--- config.mk ---
export PLATFORM = sky130hd
export DESIGN_NAME = avalon_arbiter_2h
export DESIGN_NICKNAME = d
export VERILOG_FILES = /design/src/rtl/avalon_arbiter_2h.sv
export SDC_FILE = /design/constraint.sdc
export NUM_CORES = 1
export LEC_CHECK = 0
export ABC_AREA = 1
export CORE_AREA = 4 4 124 126
export DETAILED_ROUTE_END_ITERATION = 8
export DIE_AREA = 0 0 128 130
export PLACE_DENSITY = 0.58
export SLEW_MARGIN = 20
export SYNTH_ARGS = -nofsm -noshare
export SYNTH_HDL_FRONTEND = slang
export SYNTH_SLANG_ARGS = --single-unit
--- constraint.sdc ---
create_clock -name clk -period 2.1 [get_ports clk]
set_clock_uncertainty 0.1 [all_clocks]
set_input_delay 0.315 -clock clk [delete_from_list [all_inputs] [get_ports clk]]
set_output_delay 0.315 -clock clk [all_outputs]
set_load 0.02 [all_outputs]
--- src/rtl/avalon_arbiter_2h.sv ---
// rtl/avalon_arbiter_2h.sv - burst-aware two-host Avalon-MM arbiter; AVALON_ARB_FIXED_PRIO_EN selects fixed host-0 priority
module avalon_arbiter_2h #(
    parameter int ADDR_W       = 32,
    parameter int DATA_W       = 32,
    parameter int BURSTCOUNT_W = 4
) (
    input  logic                    clk,
    input  logic                    reset,

    input  logic [ADDR_W-1:0]       h0_address,
    input  logic                    h0_read,
    input  logic                    h0_write,
    input  logic [DATA_W-1:0]       h0_writedata,
    input  logic [DATA_W/8-1:0]     h0_byteenable,
    input  logic [BURSTCOUNT_W-1:0] h0_burstcount,
    output logic                    h0_waitrequest,
    output logic [DATA_W-1:0]       h0_readdata,
    output logic                    h0_readdatavalid,

    input  logic [ADDR_W-1:0]       h1_address,
    input  logic                    h1_read,
    input  logic                    h1_write,
    input  logic [DATA_W-1:0]       h1_writedata,
    input  logic [DATA_W/8-1:0]     h1_byteenable,
    input  logic [BURSTCOUNT_W-1:0] h1_burstcount,
    output logic                    h1_waitrequest,
    output logic [DATA_W-1:0]       h1_readdata,
    output logic                    h1_readdatavalid,

    output logic [ADDR_W-1:0]       a_address,
    output logic                    a_read,
    output logic                    a_write,
    output logic [DATA_W-1:0]       a_writedata,
    output logic [DATA_W/8-1:0]     a_byteenable,
    output logic [BURSTCOUNT_W-1:0] a_burstcount,
    input  logic                    a_waitrequest,
    input  logic [DATA_W-1:0]       a_readdata,
    input  logic                    a_readdatavalid
);

    localparam logic [BURSTCOUNT_W-1:0] ONE = BURSTCOUNT_W'(1);

    typedef enum logic [1:0] {
        IDLE     = 2'd0,
        WR_BURST = 2'd1,
        RD_CMD   = 2'd2,
        RD_DATA  = 2'd3
    } state_t;

    state_t                  state;
    logic                    grant;
    logic [BURSTCOUNT_W-1:0] len;
    logic [BURSTCOUNT_W-1:0] count;
`ifndef AVALON_ARB_FIXED_PRIO_EN
    logic                    last_grant;
`endif

    logic                    req0;
    logic                    req1;
    logic                    tie_winner;
    logic                    pick;
    logic                    pick_read;
    logic [BURSTCOUNT_W-1:0] pick_bc;
    logic [BURSTCOUNT_W-1:0] pick_len;
    logic                    burst_last;
    logic                    g_write;

    assign req0 = h0_read | h0_write;
    assign req1 = h1_read | h1_write;

`ifdef AVALON_ARB_FIXED_PRIO_EN
    assign tie_winner = 1'b0;
`else
    assign tie_winner = ~last_grant;
`endif

    // A lone requester wins outright; only a tie consults the tie-break.
    assign pick      = (req0 & req1) ? tie_winner : req1;
    assign pick_read = pick ? h1_read : h0_read;
    assign pick_bc   = pick ? h1_burstcount : h0_burstcount;
    assign pick_len  = (pick_bc == '0) ? ONE : pick_bc;

    assign burst_last = (count == (len - ONE));
    assign g_write    = grant ? h1_write : h0_write;

    // Both hosts see the agent's read data; only the valid strobe is steered.
    assign h0_readdata = a_readdata;
    assign h1_readdata = a_readdata;

    // Route the granted host onto the agent and steer handshakes back to it.
    always_comb begin
        a_address        = grant ? h1_address    : h0_address;
        a_writedata      = grant ? h1_writedata  : h0_writedata;
        a_byteenable     = grant ? h1_byteenable : h0_byteenable;
        a_burstcount     = grant ? h1_burstcount : h0_burstcount;
        a_read           = (state == RD_CMD);
        a_write          = (state == WR_BURST) & g_write;
        h0_waitrequest   = 1'b1;
        h1_waitrequest   = 1'b1;
        h0_readdatavalid = (state == RD_DATA) & ~grant & a_readdatavalid;
        h1_readdatavalid = (state == RD_DATA) &  grant & a_readdatavalid;
        if (state == WR_BURST || state == RD_CMD) begin
            if (grant) begin
                h1_waitrequest = a_waitrequest;
            end else begin
                h0_waitrequest = a_waitrequest;
            end
        end
    end

    // Burst FSM: latch grant and length in IDLE, count beats until the last one.
    always_ff @(posedge clk or posedge reset) begin
        if (reset) begin
            state      <= IDLE;
            grant      <= 1'b0;
            len        <= '0;
            count      <= '0;
`ifndef AVALON_ARB_FIXED_PRIO_EN
            last_grant <= 1'b1;
`endif
        end else begin
            case (state)
                IDLE: begin
                    if (req0 | req1) begin
                        grant <= pick;
                        len   <= pick_len;
                        count <= '0;
                        state <= pick_read ? RD_CMD : WR_BURST;
                    end
                end
                WR_BURST: begin
                    if (a_write & ~a_waitrequest) begin
                        if (burst_last) begin
                            state      <= IDLE;
                            count      <= '0;
`ifndef AVALON_ARB_FIXED_PRIO_EN
                            last_grant <= grant;
`endif
                        end else begin
                            count <= count + ONE;
                        end
                    end
                end
                RD_CMD: begin
                    if (~a_waitrequest) begin
                        state <= RD_DATA;
                    end
                end
                RD_DATA: begin
                    if (a_readdatavalid) begin
                        if (burst_last) begin
                            state      <= IDLE;
                            count      <= '0;
`ifndef AVALON_ARB_FIXED_PRIO_EN
                            last_grant <= grant;
`endif
                        end else begin
                            count <= count + ONE;
                        end
                    end
                end
                default: begin
                    state <= IDLE;
                end
            endcase
        end
    end

endmodule

==> flow_summary.yaml <==
floorplanning:
  die_area_um2: 16600
  pin_count: 326
  core-area_um2: 14300
  die_h_um: 130
  die_w_um: 128
  rows: 44
  initial_utilization_pct: 16.3
yosys:
  yosysSeqAreaShare_pct: 12.9
  async_reset_ff_share_pct: 100
  syn_avg_cell_area_um2: 5.31
  synth_top_cell_by_area: "nand2_1"
  ys_top_cells_by_area: "nand2_1, buf_4, dfrtp_1"
  synth_warnings: 0
  synth_cell_types: 26
  ys_seq_elements: 12
  synthFlopType: "dfrtp_1"
  synthCells: 439
  synth-edff-count: 0
  synthesis.area_um2: 2330
  netlist.area_leader.share_pct: 41.5
  synth_nets: 629
grt:
  antenna_found_initial: 0
  grt_pass1_wl_um: 15700
  grt_max_degree: 28
  overflow: 0
  grt_pass1_vias: 2885
  grt_usage_pct: 11.8
route:
  final_antenna_net_count: 0
  firstDrtPassIters: 4
  vias: 2954
  vias_per_cell: 3.71
  drtIter0Drc: 99
  routedWlPerCell_um: 13.4
  wl_um: 10700
  drcViolationCount: 0
critical_path:
  critPathCaptureType: "output port"
  reg2regPathDepth: 11
  startpoint_type: "flip-flop"
  cp_max_fo: 27
  path_class: "flip-flop to output port"
  crit_required_ns: 1.68
  cp.arrival_ns: 1.60
  reg2reg_slack_ns: 0.39
  r2r_start: "grant$_DFFE_PP0P_"
  regToRegEndpoint: "count[3]$_DFFE_PP0P_"
status:
  outcome: "completed"
sta:
  finalCriticalPeriod_ns: 2.01
  fin_crit_sh_pct: 95.9
  max_freq_mhz: 496
  slew_headroom_pct: 69.9
  tightest_slew_ns: 0.452
  hold_viol: 0
  slew_viol_final: 0
  rsz0062_at_grt: "false"
  finalSetupViolCount: 0
placed_design:
  placed_cells_incl_taps: 788
  port_buffers: 229
  gp_congestion: 0.809
  hpwl_um: 8880
finish:
  fin_cells: 796
  drive_above_1_share_pct: 7.35
  multi_input_area_um2: 1370
  regArea_um2: 303
  diodes: 0
  fillers: 1579
  syn2layout_area_growth_pct: 93.6
  finalNetCount: 803
power:
  ir_drop_uv: 371
  total_power_w: 0.00499
  power.density_nw_per_um2: 1110
  p_leak_nw: 2.44
clocking:
  cts_made_buffers: 3
  clkSinkCount: 12
  clock_path_buffers: 2
  cts_max_level: 1
  path_clk_slew_ns: 0.04
  cts_tree: "built"
  cts-root-buf: "clkbuf_16"
  worstSkewPairLatency_ns: 0.24
run:
  maxCapViolCount: 0
min_path:
  hp-class: "input pin to asynchronous set/reset pin"
worst max path at each step:
stage                           start            endpoint  slack, ns
floorplan           grant$_DFFE_PP0P_    h0_readdatavalid       0.49
finish              grant$_DFFE_PP0P_      h1_waitrequest       0.09
CTS                 grant$_DFFE_PP0P_     a_writedata[22]      -0.06
global placement             h1_write  len[0]$_DFFE_PP0P_       0.02
detailed placement           h1_write  len[0]$_DFFE_PP0P_     -0.008
global route        grant$_DFFE_PP0P_       a_address[10]       0.02
critical path, cell delays in order, from the launching register on:
cell and delay, ns:
dfrtp_2 0.45, buf_4 0.16, bufbuf_16 0.29, nand3_1 0.09
dlygate4sd2_1 0.36
logic make-up (layout without fill, tap and decap cells):
family	after synthesis	in the layout	share of synthesized area, %
AO/OA/AOI/OAI	15	15	3.92
XOR/XNOR	6	6	2.25
buffers and inverters	109	282	28.5
AND/OR/NAND/NOR	291	291	49.2
adder cells (fa/ha/maj)	6	6	3.22
flip-flops	12	12	12.9
sequential cells by signal, indices dropped and copies added, names as in the netlist:
register / cells
state: 2
grant: 1
len: 4
count: 4
last_grant: 1
cell usage after synthesis, types with 4 or more instances:
| cell type | count |
|---|---|
| o21ai_0 | 10 |
| nand3_1 | 11 |
| nand2_1 | 258 |
| nor2_1 | 9 |
| ha_1 | 6 |
| buf_4 | 64 |
| clkbuf_1 | 13 |
| xor2_1 | 5 |
| nand2_2 | 4 |
| nand4_1 | 4 |
| dfrtp_1 | 11 |
| inv_1 | 27 |
layer usage:
layer | up-vias | track usage (%) | share of wire [%]
li1 | 1599 | - | -
met1 | 1172 | 14.2 | 39
met2 | 174 | 19.5 | 48
met3 | 9 | 5.69 | 12
met4 | 0 | 2.00 | 0.86
met5 | - | 0 | 0
where the power goes:
part           leakage [nW]  total, W  internal [W]  switching, W
sequential            0.149  0.000423      0.000333     0.0000908
clock                0.0382  0.000348      0.000255     0.0000932
combinational          2.25   0.00422       0.00173       0.00248
metrics by stage:
stage | hold WS (ns) | TNS, ns | worst slack [ns] | instance area (um^2) | util (%)
after global routing | 0.345 | 0 | 0.0244 | 4510 | 31.5
after floorplan | 0.0790 | 0 | 0.486 | 2330 | -
final | 0.297 | 0 | 0.0851 | 4510 | 31.5
after CTS | 0.326 | -0.130 | -0.0556 | 4500 | 31.4
after global placement | 0.349 | 0 | 0.0232 | 4460 | 31.2
after detailed placement | 0.353 | -0.00830 | -0.00830 | 4460 | 31.2
layout make-up:
class / count / area share (%)
Inverter: 29 / 2.58
Clock buffer: 4 / 1.75
Timing Repair Buffer: 249 / 53.6
Tap cell: 184 / 5.10
Sequential cell: 12 / 6.71
Multi-Input combinational cell: 318 / 30.2
layout by cell type, fill, tap and decap left out, drive strengths merged, types with 10 or more instances in the layout:
master / instances
nand3: 11
nand2: 262
inv: 29
buf: 21
clkbuf: 12
dlygate4sd2: 50
nor2: 12
clkdlybuf4s15: 10
clkdlybuf4s50: 152
o21ai: 11
dfrtp: 11
timing repair:
item / 4_1_cts / 5_1_grt
setup buffers: 1 / 2
setup endpoints to repair: 76 / 34
gates resized for setup: 74 / 35
hold buffers: 0 / 0
cloned: 1 / 0
(Power assumes the default switching activity.)
